--- src/rtl/centroid_divider_pkg.sv ---
// rtl/centroid_divider_pkg.sv - k-means widths, divider FSM states and coordinate saturation helper
package kmeans_pkg;

   localparam int CORD_WIDTH       = 13;
   localparam int ACCUM_CORD_WIDTH = 22;
   localparam int NUM_CORDS        = 7;
   localparam int ACCUM_WIDTH      = NUM_CORDS * ACCUM_CORD_WIDTH;
   localparam int DATA_WIDTH       = NUM_CORDS * CORD_WIDTH;
   localparam int COUNT_WIDTH      = 10;
   localparam int CENTROID_NUM     = 8;
   localparam int IDX_WIDTH        = $clog2(CENTROID_NUM);
   localparam int CNT_BITS         = $clog2(ACCUM_CORD_WIDTH);

   localparam logic signed [CORD_WIDTH-1:0] CORD_MAX = 13'sh0FFF;
   localparam logic signed [CORD_WIDTH-1:0] CORD_MIN = 13'sh1000;

   typedef enum logic [2:0] {IDLE, READ, LOAD, DIVIDE, OUTPUT, DONE} div_state_t;

   // Signed magnitude back to two's complement; negative side reaches one further than positive.
   function automatic logic [CORD_WIDTH-1:0] saturate(input logic neg,
                                                       input logic [ACCUM_CORD_WIDTH-1:0] mag);
      logic [ACCUM_CORD_WIDTH-1:0] lim;
      lim = neg ? ACCUM_CORD_WIDTH'(4096) : ACCUM_CORD_WIDTH'(4095);
      if (mag > lim) begin
         return neg ? CORD_MIN : CORD_MAX;
      end
      return neg ? (~mag[CORD_WIDTH-1:0] + CORD_WIDTH'(1)) : mag[CORD_WIDTH-1:0];
   endfunction

endpackage

--- src/rtl/centroid_divider_if.sv ---
// rtl/centroid_divider_if.sv - control, storage read and result handshake bundle of centroid_divider
interface centroid_divider_if;
   import kmeans_pkg::*;

   logic                   start;
   logic                   busy;
   logic                   done;
   logic                   rd_en;
   logic [IDX_WIDTH-1:0]   rd_addr;
   logic [ACCUM_WIDTH-1:0] accum_data;
   logic [COUNT_WIDTH-1:0] count_data;
   logic                   out_valid;
   logic                   out_ready;
   logic [IDX_WIDTH-1:0]   out_idx;
   logic [DATA_WIDTH-1:0]  out_point;
   logic                   out_empty;

   modport master (
      input  start, accum_data, count_data, out_ready,
      output busy, done, rd_en, rd_addr, out_valid, out_idx, out_point, out_empty
   );

   modport slave (
      output start, accum_data, count_data, out_ready,
      input  busy, done, rd_en, rd_addr, out_valid, out_idx, out_point, out_empty
   );

endinterface

--- src/rtl/centroid_divider_serial_divider.sv ---
// rtl/centroid_divider_serial_divider.sv - unsigned restoring divider, one quotient bit per step
module serial_divider
   import kmeans_pkg::*;
(
   input  logic                        clk,
   input  logic                        rst_n,
   input  logic                        load,
   input  logic                        busy,
   input  logic [ACCUM_CORD_WIDTH-1:0] dividend,
   input  logic [COUNT_WIDTH-1:0]      divisor,
   output logic [ACCUM_CORD_WIDTH-1:0] quotient
);

   logic [ACCUM_CORD_WIDTH-1:0] q_reg;
   logic [COUNT_WIDTH-1:0]      rem_reg;
   logic [COUNT_WIDTH-1:0]      div_reg;
   logic [COUNT_WIDTH:0]        trial;
   logic [COUNT_WIDTH-1:0]      diff;
   logic                        fits;

   // quotient is the value after the current step, so the caller can register the final bit directly
   always_comb begin
      trial    = {rem_reg, q_reg[ACCUM_CORD_WIDTH-1]};
      fits     = trial >= {1'b0, div_reg};
      diff     = trial[COUNT_WIDTH-1:0] - div_reg;
      quotient = {q_reg[ACCUM_CORD_WIDTH-2:0], fits};
   end

   always_ff @(posedge clk or negedge rst_n) begin
      if (!rst_n) begin
         q_reg   <= '0;
         rem_reg <= '0;
         div_reg <= '0;
      end else if (load) begin
         q_reg   <= dividend;
         rem_reg <= '0;
         div_reg <= divisor;
      end else if (busy) begin
         q_reg   <= quotient;
         rem_reg <= fits ? diff : trial[COUNT_WIDTH-1:0];
      end
   end

endmodule

--- src/rtl/centroid_divider.sv ---
// rtl/centroid_divider.sv - per-centroid sum/count update pass; CENTROID_DIV_ROUND_EN selects round-half-away-from-zero
module centroid_divider
   import kmeans_pkg::*;
#(
   parameter int accum_width      = 7 * 22,
   parameter int accum_cord_width = 22,
   parameter int dataWidth        = 91,
   parameter int cordinate_width  = 13,
   parameter int centroid_num     = 8,
   parameter int count_width      = 10,
   parameter int idx_width        = $clog2(centroid_num)
) (
   input  logic               clk,
   input  logic               rst_n,
   centroid_divider_if.master bus
);

   localparam int CORDS = dataWidth / cordinate_width;
   localparam logic [CNT_BITS-1:0]  LAST_BIT = CNT_BITS'(accum_cord_width - 1);
   localparam logic [idx_width-1:0] LAST_IDX = idx_width'(centroid_num - 1);
   localparam logic [idx_width-1:0] IDX_ONE  = idx_width'(1);

   div_state_t             state;
   logic [idx_width-1:0]   index;
   logic [CNT_BITS-1:0]    bit_cnt;
   logic [CORDS-1:0]       neg;
   logic [accum_width-1:0] accum_word;
   logic [count_width-1:0] count_word;
   logic [dataWidth-1:0]   result;
   logic                   div_load;
   logic                   div_step;

   assign accum_word = bus.accum_data;
   assign count_word = bus.count_data;
   assign div_load   = (state == LOAD);
   assign div_step   = (state == DIVIDE);

   for (genvar g = 0; g < CORDS; g++) begin : g_cord
      logic [accum_cord_width-1:0] sum;
      logic [accum_cord_width-1:0] mag;
      logic [accum_cord_width-1:0] dividend;
      logic [accum_cord_width-1:0] quotient;

      assign sum = accum_word[g*accum_cord_width +: accum_cord_width];
      // -2^21 maps to 2^21, which still fits the unsigned dividend
      assign mag = sum[accum_cord_width-1] ? (~sum + {{(accum_cord_width-1){1'b0}}, 1'b1}) : sum;

`ifdef CENTROID_DIV_ROUND_EN
      assign dividend = mag + {{(accum_cord_width - count_width + 1){1'b0}}, count_word[count_width-1:1]};
`else
      assign dividend = mag;
`endif

      serial_divider u_div (
         .clk      (clk),
         .rst_n    (rst_n),
         .load     (div_load),
         .busy     (div_step),
         .dividend (dividend),
         .divisor  (count_word),
         .quotient (quotient)
      );

      assign result[g*cordinate_width +: cordinate_width] = saturate(neg[g], quotient);
   end

   always_ff @(posedge clk or negedge rst_n) begin
      if (!rst_n) begin
         state         <= IDLE;
         index         <= '0;
         bit_cnt       <= '0;
         neg           <= '0;
         bus.busy      <= 1'b0;
         bus.done      <= 1'b0;
         bus.rd_en     <= 1'b0;
         bus.rd_addr   <= '0;
         bus.out_valid <= 1'b0;
         bus.out_idx   <= '0;
         bus.out_point <= '0;
         bus.out_empty <= 1'b0;
      end else begin
         bus.done  <= 1'b0;
         bus.rd_en <= 1'b0;
         case (state)
            IDLE: begin
               if (bus.start) begin
                  index       <= '0;
                  bus.rd_addr <= '0;
                  bus.rd_en   <= 1'b1;
                  bus.busy    <= 1'b1;
                  state       <= READ;
               end
            end
            READ: state <= LOAD;
            LOAD: begin
               for (int i = 0; i < CORDS; i++) begin
                  neg[i] <= accum_word[i*accum_cord_width + accum_cord_width - 1];
               end
               bus.out_idx <= index;
               if (count_word == '0) begin
                  bus.out_point <= '0;
                  bus.out_empty <= 1'b1;
                  bus.out_valid <= 1'b1;
                  state         <= OUTPUT;
               end else begin
                  bit_cnt <= '0;
                  state   <= DIVIDE;
               end
            end
            DIVIDE: begin
               bit_cnt <= bit_cnt + CNT_BITS'(1);
               if (bit_cnt == LAST_BIT) begin
                  bus.out_point <= result;
                  bus.out_empty <= 1'b0;
                  bus.out_valid <= 1'b1;
                  state         <= OUTPUT;
               end
            end
            OUTPUT: begin
               if (bus.out_ready) begin
                  bus.out_valid <= 1'b0;
                  if (index == LAST_IDX) begin
                     bus.done <= 1'b1;
                     state    <= DONE;
                  end else begin
                     index       <= index + IDX_ONE;
                     bus.rd_addr <= index + IDX_ONE;
                     bus.rd_en   <= 1'b1;
                     state       <= READ;
                  end
               end
            end
            DONE: begin
               bus.busy <= 1'b0;
               state    <= IDLE;
            end
            default: state <= IDLE;
         endcase
      end
   end

endmodule

--- src/flat_wrapper.sv ---
// flat-port wrapper written by rule: the top's interface ports become plain ports
module centroid_divider_flat import kmeans_pkg::*;
#(
   parameter int accum_width      = 7 * 22,
   parameter int accum_cord_width = 22,
   parameter int dataWidth        = 91,
   parameter int cordinate_width  = 13,
   parameter int centroid_num     = 8,
   parameter int count_width      = 10,
   parameter int idx_width        = $clog2(centroid_num)
)
  (clk, rst_n, bus_start, bus_accum_data, bus_count_data, bus_out_ready, bus_busy, bus_done, bus_rd_en, bus_rd_addr, bus_out_valid, bus_out_idx, bus_out_point, bus_out_empty);
  centroid_divider_if bus_i ();
  input  logic clk;
  input  logic rst_n;
  input wire logic [$bits(bus_i.start)-1:0] bus_start;
  input wire logic [$bits(bus_i.accum_data)-1:0] bus_accum_data;
  input wire logic [$bits(bus_i.count_data)-1:0] bus_count_data;
  input wire logic [$bits(bus_i.out_ready)-1:0] bus_out_ready;
  output wire logic [$bits(bus_i.busy)-1:0] bus_busy;
  output wire logic [$bits(bus_i.done)-1:0] bus_done;
  output wire logic [$bits(bus_i.rd_en)-1:0] bus_rd_en;
  output wire logic [$bits(bus_i.rd_addr)-1:0] bus_rd_addr;
  output wire logic [$bits(bus_i.out_valid)-1:0] bus_out_valid;
  output wire logic [$bits(bus_i.out_idx)-1:0] bus_out_idx;
  output wire logic [$bits(bus_i.out_point)-1:0] bus_out_point;
  output wire logic [$bits(bus_i.out_empty)-1:0] bus_out_empty;
  assign bus_i.start = bus_start;
  assign bus_i.accum_data = bus_accum_data;
  assign bus_i.count_data = bus_count_data;
  assign bus_i.out_ready = bus_out_ready;
  assign bus_busy = bus_i.busy;
  assign bus_done = bus_i.done;
  assign bus_rd_en = bus_i.rd_en;
  assign bus_rd_addr = bus_i.rd_addr;
  assign bus_out_valid = bus_i.out_valid;
  assign bus_out_idx = bus_i.out_idx;
  assign bus_out_point = bus_i.out_point;
  assign bus_out_empty = bus_i.out_empty;
  centroid_divider #(.accum_width(accum_width), .accum_cord_width(accum_cord_width), .dataWidth(dataWidth), .cordinate_width(cordinate_width), .centroid_num(centroid_num), .count_width(count_width), .idx_width(idx_width)) u_core (.clk(clk), .rst_n(rst_n), .bus(bus_i));
endmodule
--- config.mk ---
export PLATFORM = sky130hd
export DESIGN_NAME = centroid_divider_flat
export DESIGN_NICKNAME = d
export VERILOG_FILES = /design/src/rtl/centroid_divider_pkg.sv /design/src/rtl/centroid_divider_if.sv /design/src/rtl/centroid_divider_serial_divider.sv /design/src/rtl/centroid_divider.sv /design/src/flat_wrapper.sv
export SDC_FILE = /design/constraint.sdc
export NUM_CORES = 1
export LEC_CHECK = 0
export ABC_AREA = 0
export BUFFER_PORTS_ARGS = -buffer_cell sky130_fd_sc_hd__buf_2
export CAP_MARGIN = 20
export CORE_ASPECT_RATIO = 1.25
export CORE_MARGIN = 5
export CORE_UTILIZATION = 30
export DETAILED_ROUTE_END_ITERATION = 10
export MAX_ROUTING_LAYER = met4
export PLACE_DENSITY = 0.42
export REMOVE_ABC_BUFFERS = 1
export SETUP_SLACK_MARGIN = 0.5
export SYNTH_ARGS = -nofsm -noshare
export SYNTH_HDL_FRONTEND = slang
export SYNTH_SLANG_ARGS = --single-unit
export TNS_END_PERCENT = 5
--- constraint.sdc ---
create_clock -name clk -period 9.17 [get_ports clk]
set_input_delay 0.4585 -clock clk [delete_from_list [all_inputs] [get_ports clk]]
set_output_delay 0.4585 -clock clk [all_outputs]
set_load 0.03 [all_outputs]
==> results of run 1 <==
worst max path at each step:
stage,start,endpoint,cells after the start
final,u_core.g_cord[1].u_div.div_reg[1],u_core.bus.out_point[10],16
after global routing,u_core.g_cord[1].u_div.div_reg[1],u_core.bus.out_point[10],16
after CTS,u_core.g_cord[1].u_div.div_reg[1],u_core.bus.out_point[10],16
after detailed placement,u_core.g_cord[1].u_div.div_reg[1],u_core.bus.out_point[10],16
after global placement,u_core.g_cord[1].u_div.div_reg[1],u_core.bus.out_point[10],16
after floorplan,u_core.state[2],u_core.bus.out_point[39],6
cell usage in the layout, fill, tap and decap left out, types with 45 or more instances in the layout:
cell type	netlist	routed
a21oi_1	242	242
buf_2	1	268
clkbuf_16	0	45
dfrtp_1	351	350
ha_1	179	179
inv_1	89	89
mux2i_1	79	79
nand2_1	423	419
nand3_1	59	59
nor2_1	277	274
nor3_1	68	68
o21ai_0	317	317
o31ai_1	52	51
xnor2_1	64	64
xor2_1	110	110
per-layer routing:
metal | up-vias | track usage (%) | part of all wire, % | routed length, µm
li1 | 11704 | - | - | -
met1 | 11627 | 23.15 | 45 | 38270
met4 | 0 | 4.793 | 2.5 | 2127
met2 | 424 | 32.47 | 49 | 42380
met5 | - | - | 0 | 0
met3 | 112 | 2.206 | 3.3 | 2852
kinds of logic (layout without fill, tap and decap cells):
logic type / count (synthesis) / in the layout / synth area share, %
AO/OA/AOI/OAI: 942 / 942 / 22.50
XOR/XNOR: 174 / 174 / 5.946
adder cells (fa/ha/maj): 186 / 186 / 9.285
buffers and inverters: 272 / 470 / 3.988
flip-flops: 351 / 351 / 34.27
multiplexers: 87 / 87 / 3.437
AND/OR/NAND/NOR: 1123 / 1123 / 20.58
worst min-delay path, delay by kind of cell:
| kind | cells | cell delay (ns) |
|---|---|---|
| buf+inv | 1 | 0.10 |
| compound gates | 1 | 0.06 |
| simple gates | 1 | 0.05 |
power breakdown:
part	internal, mW	switching (mW)
clock	1.13	0.725
sequential	2.30	1.02
combinational	2.46	3.58
final cells by class:
class	instances	area, µm²
clock buffers	65	1311
clock inverters	14	195.2
fillers	8833	55070
inverters	94	352.8
multi-input cells	2512	15890
flip-flops and latches	351	8787
well taps	1089	1363
repair buffers	297	1602
synth_stat cells, types with 33 or more instances:
cell and count:
ha_1 179, clkbuf_1 165, nand2_1 423, or3_1 44, nor4_1 38, mux2i_1 79
dfrtp_1 351, o31ai_1 52, xnor2_1 64, o221ai_1 35, inv_1 89, nand3_1 59
o21ai_1 41, nor2_1 277, xor2_1 110, o21ai_0 317, nor3_1 68, a21oi_1 242
nor2b_1 33
metrics by stage:
step / TNS, ns / hold slack (ns) / utilization [%] / setup WS [ns] / power [mW]
6_report: 0 / 0.1228 / 34.88 / 3.948 / 11.20
5_1_grt: 0 / 0.1290 / 34.88 / 3.430 / 12.34
3_5_place_dp: 0 / 0.4618 / 33.05 / 3.885 / 9.427
3_3_place_gp: 0 / 0.4573 / 33.05 / 3.975 / 9.292
2_1_floorplan: -4.519 / 0.1629 / - / -0.4368 / 7.557
4_1_cts: 0 / 0.06878 / 34.85 / 3.850 / 11.36
==> flow_metrics.py, run 1 <==
metrics = {
    "logic_synthesis": {
        "synth-seq-area-share_pct": 34.27,
        "avgSynthCellArea_um2": 8.175,
        "ys.flop_type": "dfrtp_1",
        "synthArstFlopShare_pct": 100.0,
        "ys_ff_latch": 351,
        "synth_top_area_cell": "dfrtp_1",
        "synth_cells": 3135,
        "synth-edff-count": 0,
        "syn-cell-area_um2": 25630,
        "synthDistinctLibCells": 80,
        "yosysWarnings": 0,
        "synth_top_area_share_pct": 34.27,
        "ys_top_cells_by_area": "dfrtp_1 34%, ha_1 8.7%, nand2_1 6.2%",
    },
    "sta": {
        "setup_viol": 0,
        "slew_headroom_pct": 37.22,
        "post-route-min-period_ns": 5.222,
        "tightest_slew_ns": 0.9417,
        "timing.fmax_mhz": 191.5,
        "fin_crit_sh_pct": 56.95,
        "finalMaxSlewViolations": 0,
        "hold_viol_final": 0,
        "rsz0062_at_grt": "false",
        "finalClockSkew_ns": 0.01054,
    },
    "critical_path": {
        "r2r_slack_ns": 3.95,
        "worstSetupEndpointType": "flop",
        "path_class": "reg2reg",
        "critPathRequiredTime_ns": 9.66,
        "r2r-start": "u_core.g_cord[1].u_div.div_reg[1]",
        "critPathMaxFanout": 21,
        "crit_path_top_delay_cell": "dfrtp_1",
        "max_stage_delay_ns": 0.72,
        "crit_family": "compound AO/OA/AOI/OAI gates",
        "crit_path_cell_trace": "inv_1 > ha_1 > a21oi_1 > a31oi_1 > a211oi_1 > o21ai_1 > buf_4 > inv_1 > ha_1 > nor2b_1 > o211ai_1 > a211oi_1 > o41ai_2 > nand2_1 > o31a_1 > o31ai_1",
        "cp.arrival_ns": 5.71,
        "worstRegToRegCells": 16,
        "cp_num_buf_inv": 3,
        "rr_endpoint": "u_core.bus.out_point[10]",
        "startpoint_type": "flop",
    },
    "final_layout": {
        "drive_above_1_share_pct": 12.21,
        "final_area_um2": 29500,
        "synthToLayoutAreaGrowth_pct": 15.09,
        "largest_reg_flops": 154,
        "antennaDiodeCount": 0,
        "fin_nets": 3654,
        "stdcell_count": 4422,
    },
    "power": {
        "vdd_drop_max_mv": 0.1459,
        "p_leak_nw": 12.63,
        "powerDensity_nw_per_um2": 379.9,
    },
    "global_route": {
        "grt_pass1_wl_um": 134900,
        "grt_pass1_vias": 24080,
        "antenna_found_initial": 0,
        "grt_use_total_pct": 18.64,
        "globalRouteOverflowTotal": 0,
        "grt_max_degree": 168,
    },
    "clocking": {
        "numCtsBuffers": 44,
        "cts_tree": "built",
        "cts_resized": 0,
        "h-tree-depth": 2,
        "cts_hold_buf": 1,
        "clock_sinks": 351,
        "insertion_delay_ns": 0.58,
        "cts_setup_buffers": 0,
        "clockBufferDepth": 3,
        "clockRootBuffer": "clkbuf_16",
        "clk_pin_slew_worst_paths_ns": 0.06,
    },
    "floorplan": {
        "die_width_um": 271.4,
        "die-area_um2": 91410,
        "dieHeight_um": 336.8,
        "coreArea_um2": 84570,
        "start_util_pct": 30.31,
        "boundaryPins": 270,
        "fp-row-count": 119,
    },
    "worst_hold_path": {
        "hold_path.class": "in2reg",
        "hold_start": "bus_count_data[7]",
        "hold-path-cell-count": 3,
        "min_to": "u_core.g_cord[1].u_div.div_reg[7]",
    },
    "route": {
        "drt_wl_total_um": 85630,
        "drt_first_pass_iters": 5,
        "vias": 23867,
        "routedWlPerCell_um": 19.36,
        "drcViolationCount": 0,
        "vias_per_cell": 5.397,
        "dr.first_iter.drc_count": 1260,
        "antenna_left": 0,
    },
    "outcome": {
        "status": "completed",
    },
    "placement": {
        "gp_congestion": 0.8426,
        "post-place-cells": 4341,
        "io_buffers": 269,
        "dp_hpwl_um": 59780,
        "post_dp_cell_area_um2": 27950,
    },
    "flow_run": {
        "drv_cap": 0,
    },
}
(Power assumes the default switching activity.)
==> run 2: changes to the inputs <==
--- a/config.mk
+++ b/config.mk
@@ -13,7 +13,7 @@
 export CORE_UTILIZATION = 30
 export DETAILED_ROUTE_END_ITERATION = 10
 export MAX_ROUTING_LAYER = met4
-export PLACE_DENSITY = 0.42
+export PLACE_DENSITY = 0.44
 export REMOVE_ABC_BUFFERS = 1
 export SETUP_SLACK_MARGIN = 0.5
 export SYNTH_ARGS = -nofsm -noshare
==> constraint.sdc (replaced) <==
create_clock -name clk -period 4.27 [get_ports clk]
set_input_delay 0.2135 -clock clk [delete_from_list [all_inputs] [get_ports clk]]
set_output_delay 0.2135 -clock clk [all_outputs]
set_load 0.03 [all_outputs]
==> flow_metrics.py, run 2 (same netlist as run 1, synthesis figures left out) <==
metrics = {
    "outcome": {
        "status": "completed",
    },
    "critical_path": {
        "r2r_slack_ns": 0.51,
        "crit_family": "simple AND/OR/NAND/NOR gates",
        "rr_endpoint": "u_core.bus.out_point[55]",
        "critPathRequiredTime_ns": 4.73,
        "worstRegToRegCells": 17,
        "startpoint_type": "flop",
        "critPathMaxFanout": 7,
        "crit_path_cell_trace": "clkinvlp_4 > ha_4 > nand4_1 > nor3_1 > nand2b_2 > or2_2 > inv_4 > ha_1 > nand2b_1 > a211o_1 > a211oi_1 > o22ai_1 > buf_4 > buf_4 > nand4_1 > a21oi_1 > or3_1",
        "cp.arrival_ns": 4.22,
        "cp_num_buf_inv": 4,
        "worstSetupEndpointType": "flop",
        "path_class": "reg2reg",
        "critical_path_depth": 17,
        "crit_start": "u_core.g_cord[1].u_div.div_reg[5]",
        "critPathCapture": "u_core.bus.out_point[55]",
        "max_stage_delay_ns": 0.38,
        "r2r-start": "u_core.g_cord[1].u_div.div_reg[5]",
        "crit_path_top_delay_cell": "ha_4",
    },
    "floorplan": {
        "die-area_um2": 91410,
        "start_util_pct": 30.31,
        "fp-row-count": 119,
        "coreArea_um2": 84570,
        "boundaryPins": 270,
        "dieHeight_um": 336.8,
        "die_width_um": 271.4,
    },
    "clocking": {
        "clockRootBuffer": "clkbuf_16",
        "numCtsBuffers": 44,
        "clock_sinks": 351,
        "clockBufferDepth": 3,
        "clk_pin_slew_worst_paths_ns": 0.06,
        "insertion_delay_ns": 0.59,
        "h-tree-depth": 2,
        "cts_tree": "built",
    },
    "placement": {
        "post_dp_cell_area_um2": 28250,
        "post-place-cells": 4372,
        "io_buffers": 269,
        "gp_congestion": 0.8493,
        "dp_hpwl_um": 60560,
    },
    "route": {
        "drt_first_pass_iters": 5,
        "dr.first_iter.drc_count": 1373,
        "drt_wl_total_um": 85780,
        "antenna_left": 0,
        "vias_per_cell": 5.365,
        "routedWlPerCell_um": 18.85,
        "vias": 24410,
        "drcViolationCount": 0,
    },
    "sta": {
        "hold_viol_final": 0,
        "tightest_slew_ns": 1.041,
        "timing.fmax_mhz": 265.9,
        "finalClockSkew_ns": 0.01828,
        "slew_headroom_pct": 30.59,
        "fin_crit_sh_pct": 88.08,
        "setup_viol": 0,
        "rsz0062_at_grt": "true",
        "finalMaxSlewViolations": 0,
        "post-route-min-period_ns": 3.761,
    },
    "worst_hold_path": {
        "hold_path.class": "in2reg",
        "hold-path-cell-count": 3,
    },
    "global_route": {
        "globalRouteOverflowTotal": 0,
        "grt_pass1_vias": 24052,
        "antenna_found_initial": 0,
        "grt_pass1_wl_um": 133800,
        "grt_max_degree": 153,
        "grt_use_total_pct": 18.33,
    },
    "power": {
        "vdd_drop_max_mv": 0.2702,
        "p_leak_nw": 13.24,
        "powerDensity_nw_per_um2": 810.5,
    },
    "final_layout": {
        "largest_reg_flops": 154,
        "antennaDiodeCount": 0,
        "drive_above_1_share_pct": 15.52,
        "fin_nets": 3783,
        "stdcell_count": 4550,
        "layout_common_cells": "416 x nand2_1, 349 x dfrtp_1, 310 x o21ai_0",
        "final_core_util_pct": 36.77,
        "synthToLayoutAreaGrowth_pct": 21.34,
        "layout_commonest_cell": "nand2_1",
        "final_area_um2": 31100,
        "fillerInstances": 8703,
    },
    "flow_run": {
        "drv_cap": 0,
    },
}
-- run 2: cell type report --
class | instances | area [µm²] | area share, %
Clock inverter | 13 | 183.9 | 0.5914
Clock buffer | 65 | 1323 | 4.253
Multi-Input combinational cell | 2514 | 16280 | 52.36
Tap cell | 1089 | 1363 | 4.381
Timing Repair Buffer | 424 | 2778 | 8.931
Sequential cell | 351 | 8788 | 28.26
Inverter | 94 | 381.6 | 1.227
-- run 2: worst min-delay path by stage --
stage                        start                          endpoint  slack (ns)
3_3_place_gp                 rst_n          u_core.bus.out_point[70]        0.26
6_report        bus_accum_data[58]  u_core.g_cord[2].u_div.q_reg[14]        0.04
2_1_floorplan                rst_n                 u_core.bit_cnt[0]       -0.08
3_5_place_dp                 rst_n          u_core.bus.out_point[70]        0.27
5_1_grt        bus_accum_data[146]  u_core.g_cord[6].u_div.q_reg[14]        0.02
4_1_cts         bus_accum_data[85]  u_core.g_cord[3].u_div.q_reg[19]      0.0007
-- run 2: worst min-delay path: cells and delay by family --
family | cells | cell delay, ns
compound gates | 1 | 0.15
buf+inv | 1 | 0.11
xor+xnor | 1 | 0.10
-- run 2: timing repair --
action,4_1_cts,5_1_grt
endpoints found under the setup margin,51,88
pin swaps,0,25
gates cloned,0,2
gates resized for setup,22,67
setup buffers,7,32
hold buffers,59,0
endpoints found under the hold margin,135,0
-- run 2: through the flow --
step | hold WS (ns) | power, mW | setup slack (ns) | setup TNS [ns]
6_report | 0.03599 | 25.21 | 0.5090 | 0
5_1_grt | 0.02308 | 27.55 | 0.3646 | 0
4_1_cts | 0.0007365 | 24.88 | 0.3986 | 0
3_5_place_dp | 0.2690 | 20.58 | 0.2491 | 0
3_3_place_gp | 0.2605 | 20.23 | 0.3029 | 0
2_1_floorplan | -0.08209 | 16.23 | -5.337 | -1099.78
-- run 2: power breakdown --
| part | leakage [nW] | total, mW | switching [mW] | internal [mW] |
|---|---|---|---|---|
| Combinational | 8.41 | 14.2 | 8.23 | 6.01 |
| Clock | 0.733 | 3.93 | 1.55 | 2.38 |
| Sequential | 4.09 | 7.04 | 2.10 | 4.93 |
-- run 2: routing by layer --
metal	global-route usage (%)	up-vias	part of all wire, %
met3	2.306	125	3.8
met5	-	-	0
li1	-	11985	-
met1	22.64	11837	44
met2	31.63	463	49
met4	5.368	0	2.8
==> run 3: changes to the inputs <==
==> constraint.sdc (replaced) <==
create_clock -name clk -period 4.27 [get_ports clk]
set_input_delay 0.427 -clock clk [delete_from_list [all_inputs] [get_ports clk]]
set_output_delay 0.427 -clock clk [all_outputs]
set_load 0.03 [all_outputs]
==> flow_metrics.py, run 3 (same netlist as run 1, synthesis figures left out) <==
metrics = {
    "critical_path": {
        "critPathRequiredTime_ns": 4.74,
        "critPathMaxFanout": 6,
        "rr_endpoint": "u_core.bus.out_point[39]",
        "critical_path_depth": 14,
        "r2r-start": "u_core.g_cord[1].u_div.div_reg[2]",
        "cp.arrival_ns": 4.18,
        "crit_path_cell_trace": "clkinvlp_4 > ha_4 > nand3b_1 > a31oi_1 > a211oi_1 > o21ai_1 > inv_1 > ha_1 > or4bb_4 > nor4_4 > o21a_2 > o31ai_4 > and2_4 > a311o_1",
        "worstRegToRegCells": 14,
        "cp_num_buf_inv": 2,
        "path_class": "reg2reg",
        "startpoint_type": "flop",
        "crit_path_top_delay_cell": "or4bb_4",
        "crit_family": "simple AND/OR/NAND/NOR gates",
        "max_stage_delay_ns": 0.46,
        "worstSetupEndpointType": "flop",
        "r2r_slack_ns": 0.56,
    },
    "global_route": {
        "grt_pass1_vias": 24385,
        "globalRouteOverflowTotal": 0,
        "antenna_found_initial": 0,
        "grt_max_degree": 210,
        "grt_use_total_pct": 18.64,
        "grt_pass1_wl_um": 135500,
    },
    "final_layout": {
        "fin_nets": 3719,
        "antennaDiodeCount": 0,
        "final_core_util_pct": 36.12,
        "layout_common_cells": "415 x nand2_1, 349 x dfrtp_1, 309 x o21ai_0",
        "largest_reg_flops": 154,
        "synthToLayoutAreaGrowth_pct": 19.19,
        "layout_commonest_cell": "nand2_1",
        "drive_above_1_share_pct": 15.95,
    },
    "floorplan": {
        "fp-row-count": 119,
        "coreArea_um2": 84570,
        "start_util_pct": 30.31,
        "boundaryPins": 270,
        "dieHeight_um": 336.8,
        "die_width_um": 271.4,
        "die-area_um2": 91410,
    },
    "route": {
        "routedWlPerCell_um": 19.16,
        "vias_per_cell": 5.381,
        "dr.first_iter.drc_count": 1231,
        "drt_wl_total_um": 85970,
        "drt_first_pass_iters": 5,
        "vias": 24149,
        "drcViolationCount": 0,
        "antenna_left": 0,
    },
    "power": {
        "powerDensity_nw_per_um2": 830.6,
        "p_total_mw": 25.37,
        "vdd_drop_max_mv": 0.2960,
        "p_leak_nw": 13.03,
    },
    "sta": {
        "whs_ns": 0.08468,
        "finalClockSkew_ns": 0.01599,
        "fin_crit_sh_pct": 86.78,
        "finalMaxSlewViolations": 0,
        "post-route-min-period_ns": 3.706,
        "tns_ns": 0,
        "slew_headroom_pct": 39.12,
        "rsz0062_at_grt": "true",
        "tightest_slew_ns": 0.9014,
        "timing.fmax_mhz": 269.9,
        "setup_viol": 0,
        "hold_viol_final": 0,
    },
    "placement": {
        "gp_congestion": 0.8438,
        "dp_hpwl_um": 61170,
        "io_buffers": 269,
    },
    "clocking": {
        "clock_sinks": 351,
        "clk_pin_slew_worst_paths_ns": 0.06,
        "h-tree-depth": 2,
        "clockBufferDepth": 3,
        "numCtsBuffers": 43,
        "clockRootBuffer": "clkbuf_16",
        "insertion_delay_ns": 0.59,
        "cts_tree": "built",
    },
    "flow_run": {
        "drv_cap": 0,
    },
    "worst_hold_path": {
        "hold_path.class": "in2reg",
        "hold_start": "bus_count_data[0]",
        "hold-path-cell-count": 3,
        "min_to": "u_core.g_cord[1].u_div.div_reg[0]",
    },
    "outcome": {
        "status": "completed",
    },
}
## run 3: final cells by class
class                           count  area [µm²]
Clock buffer                       61        1274
Clock inverter                     18       279.0
Fill cell                        8792       54020
Inverter                           94       367.9
Multi-Input combinational cell   2513       16300
Sequential cell                   351        8788
Tap cell                         1089        1363
Timing Repair Buffer              362        2177
## run 3: how the worst max path moves through the flow
stage,slack (ns),to,from
3_5_place_dp,0.28,u_core.bus.out_point[64],u_core.g_cord[1].u_div.div_reg[0]
6_report,0.56,u_core.bus.out_point[39],u_core.g_cord[1].u_div.div_reg[2]
4_1_cts,0.36,u_core.bus.out_point[10],u_core.g_cord[1].u_div.div_reg[4]
2_1_floorplan,-5.34,u_core.bus.out_point[39],u_core.state[2]
3_3_place_gp,0.36,u_core.bus.out_point[39],u_core.g_cord[1].u_div.div_reg[2]
5_1_grt,0.41,u_core.bus.out_point[25],u_core.g_cord[1].u_div.div_reg[4]
## run 3: what timing repair did
| item | in CTS | in global routing |
|---|---|---|
| hold buffers | 1 | 0 |
| endpoints found under the setup margin | 57 | 89 |
| buffers inserted | 4 | 25 |
| pin swaps | 0 | 18 |
| gates cloned | 0 | 1 |
| endpoints found under the hold margin | 84 | 0 |
| resized for setup | 11 | 87 |
## run 3: stage by stage
step,std cells,worst slack (ns),instance area (µm²)
6_report,4488,0.5645,30550
5_1_grt,4488,0.4082,30550
4_1_cts,4462,0.3595,29920
3_5_place_dp,4378,0.2790,28270
3_3_place_gp,4378,0.3645,28270
2_1_floorplan,2957,-5.337,24960
## run 3: layer usage
metal / vias up / wire length (µm) / track usage, % / share of wire [%]
met4: 0 / 2949 / 6.398 / 3.4
met2: 456 / 42120 / 31.84 / 49
met1: 11692 / 37940 / 22.91 / 44
li1: 11861 / - / - / -
met5: - / 0 / - / 0
met3: 140 / 2962 / 2.342 / 3.4
## run 3: power by group
| group | switching, mW | internal [mW] | total [mW] | leakage [nW] |
|---|---|---|---|---|
| clock | 1.57 | 2.50 | 4.07 | 0.769 |
| sequential | 2.10 | 4.93 | 7.03 | 4.09 |
| combinational | 8.27 | 6.00 | 14.3 | 8.16 |
| total | 11.9 | 13.4 | 25.4 | 13.0 |
## run 3: tightest hold or removal path: stages
cell     delay (ns)
buf_2          0.11
nand2_1        0.06
nand2_1        0.05
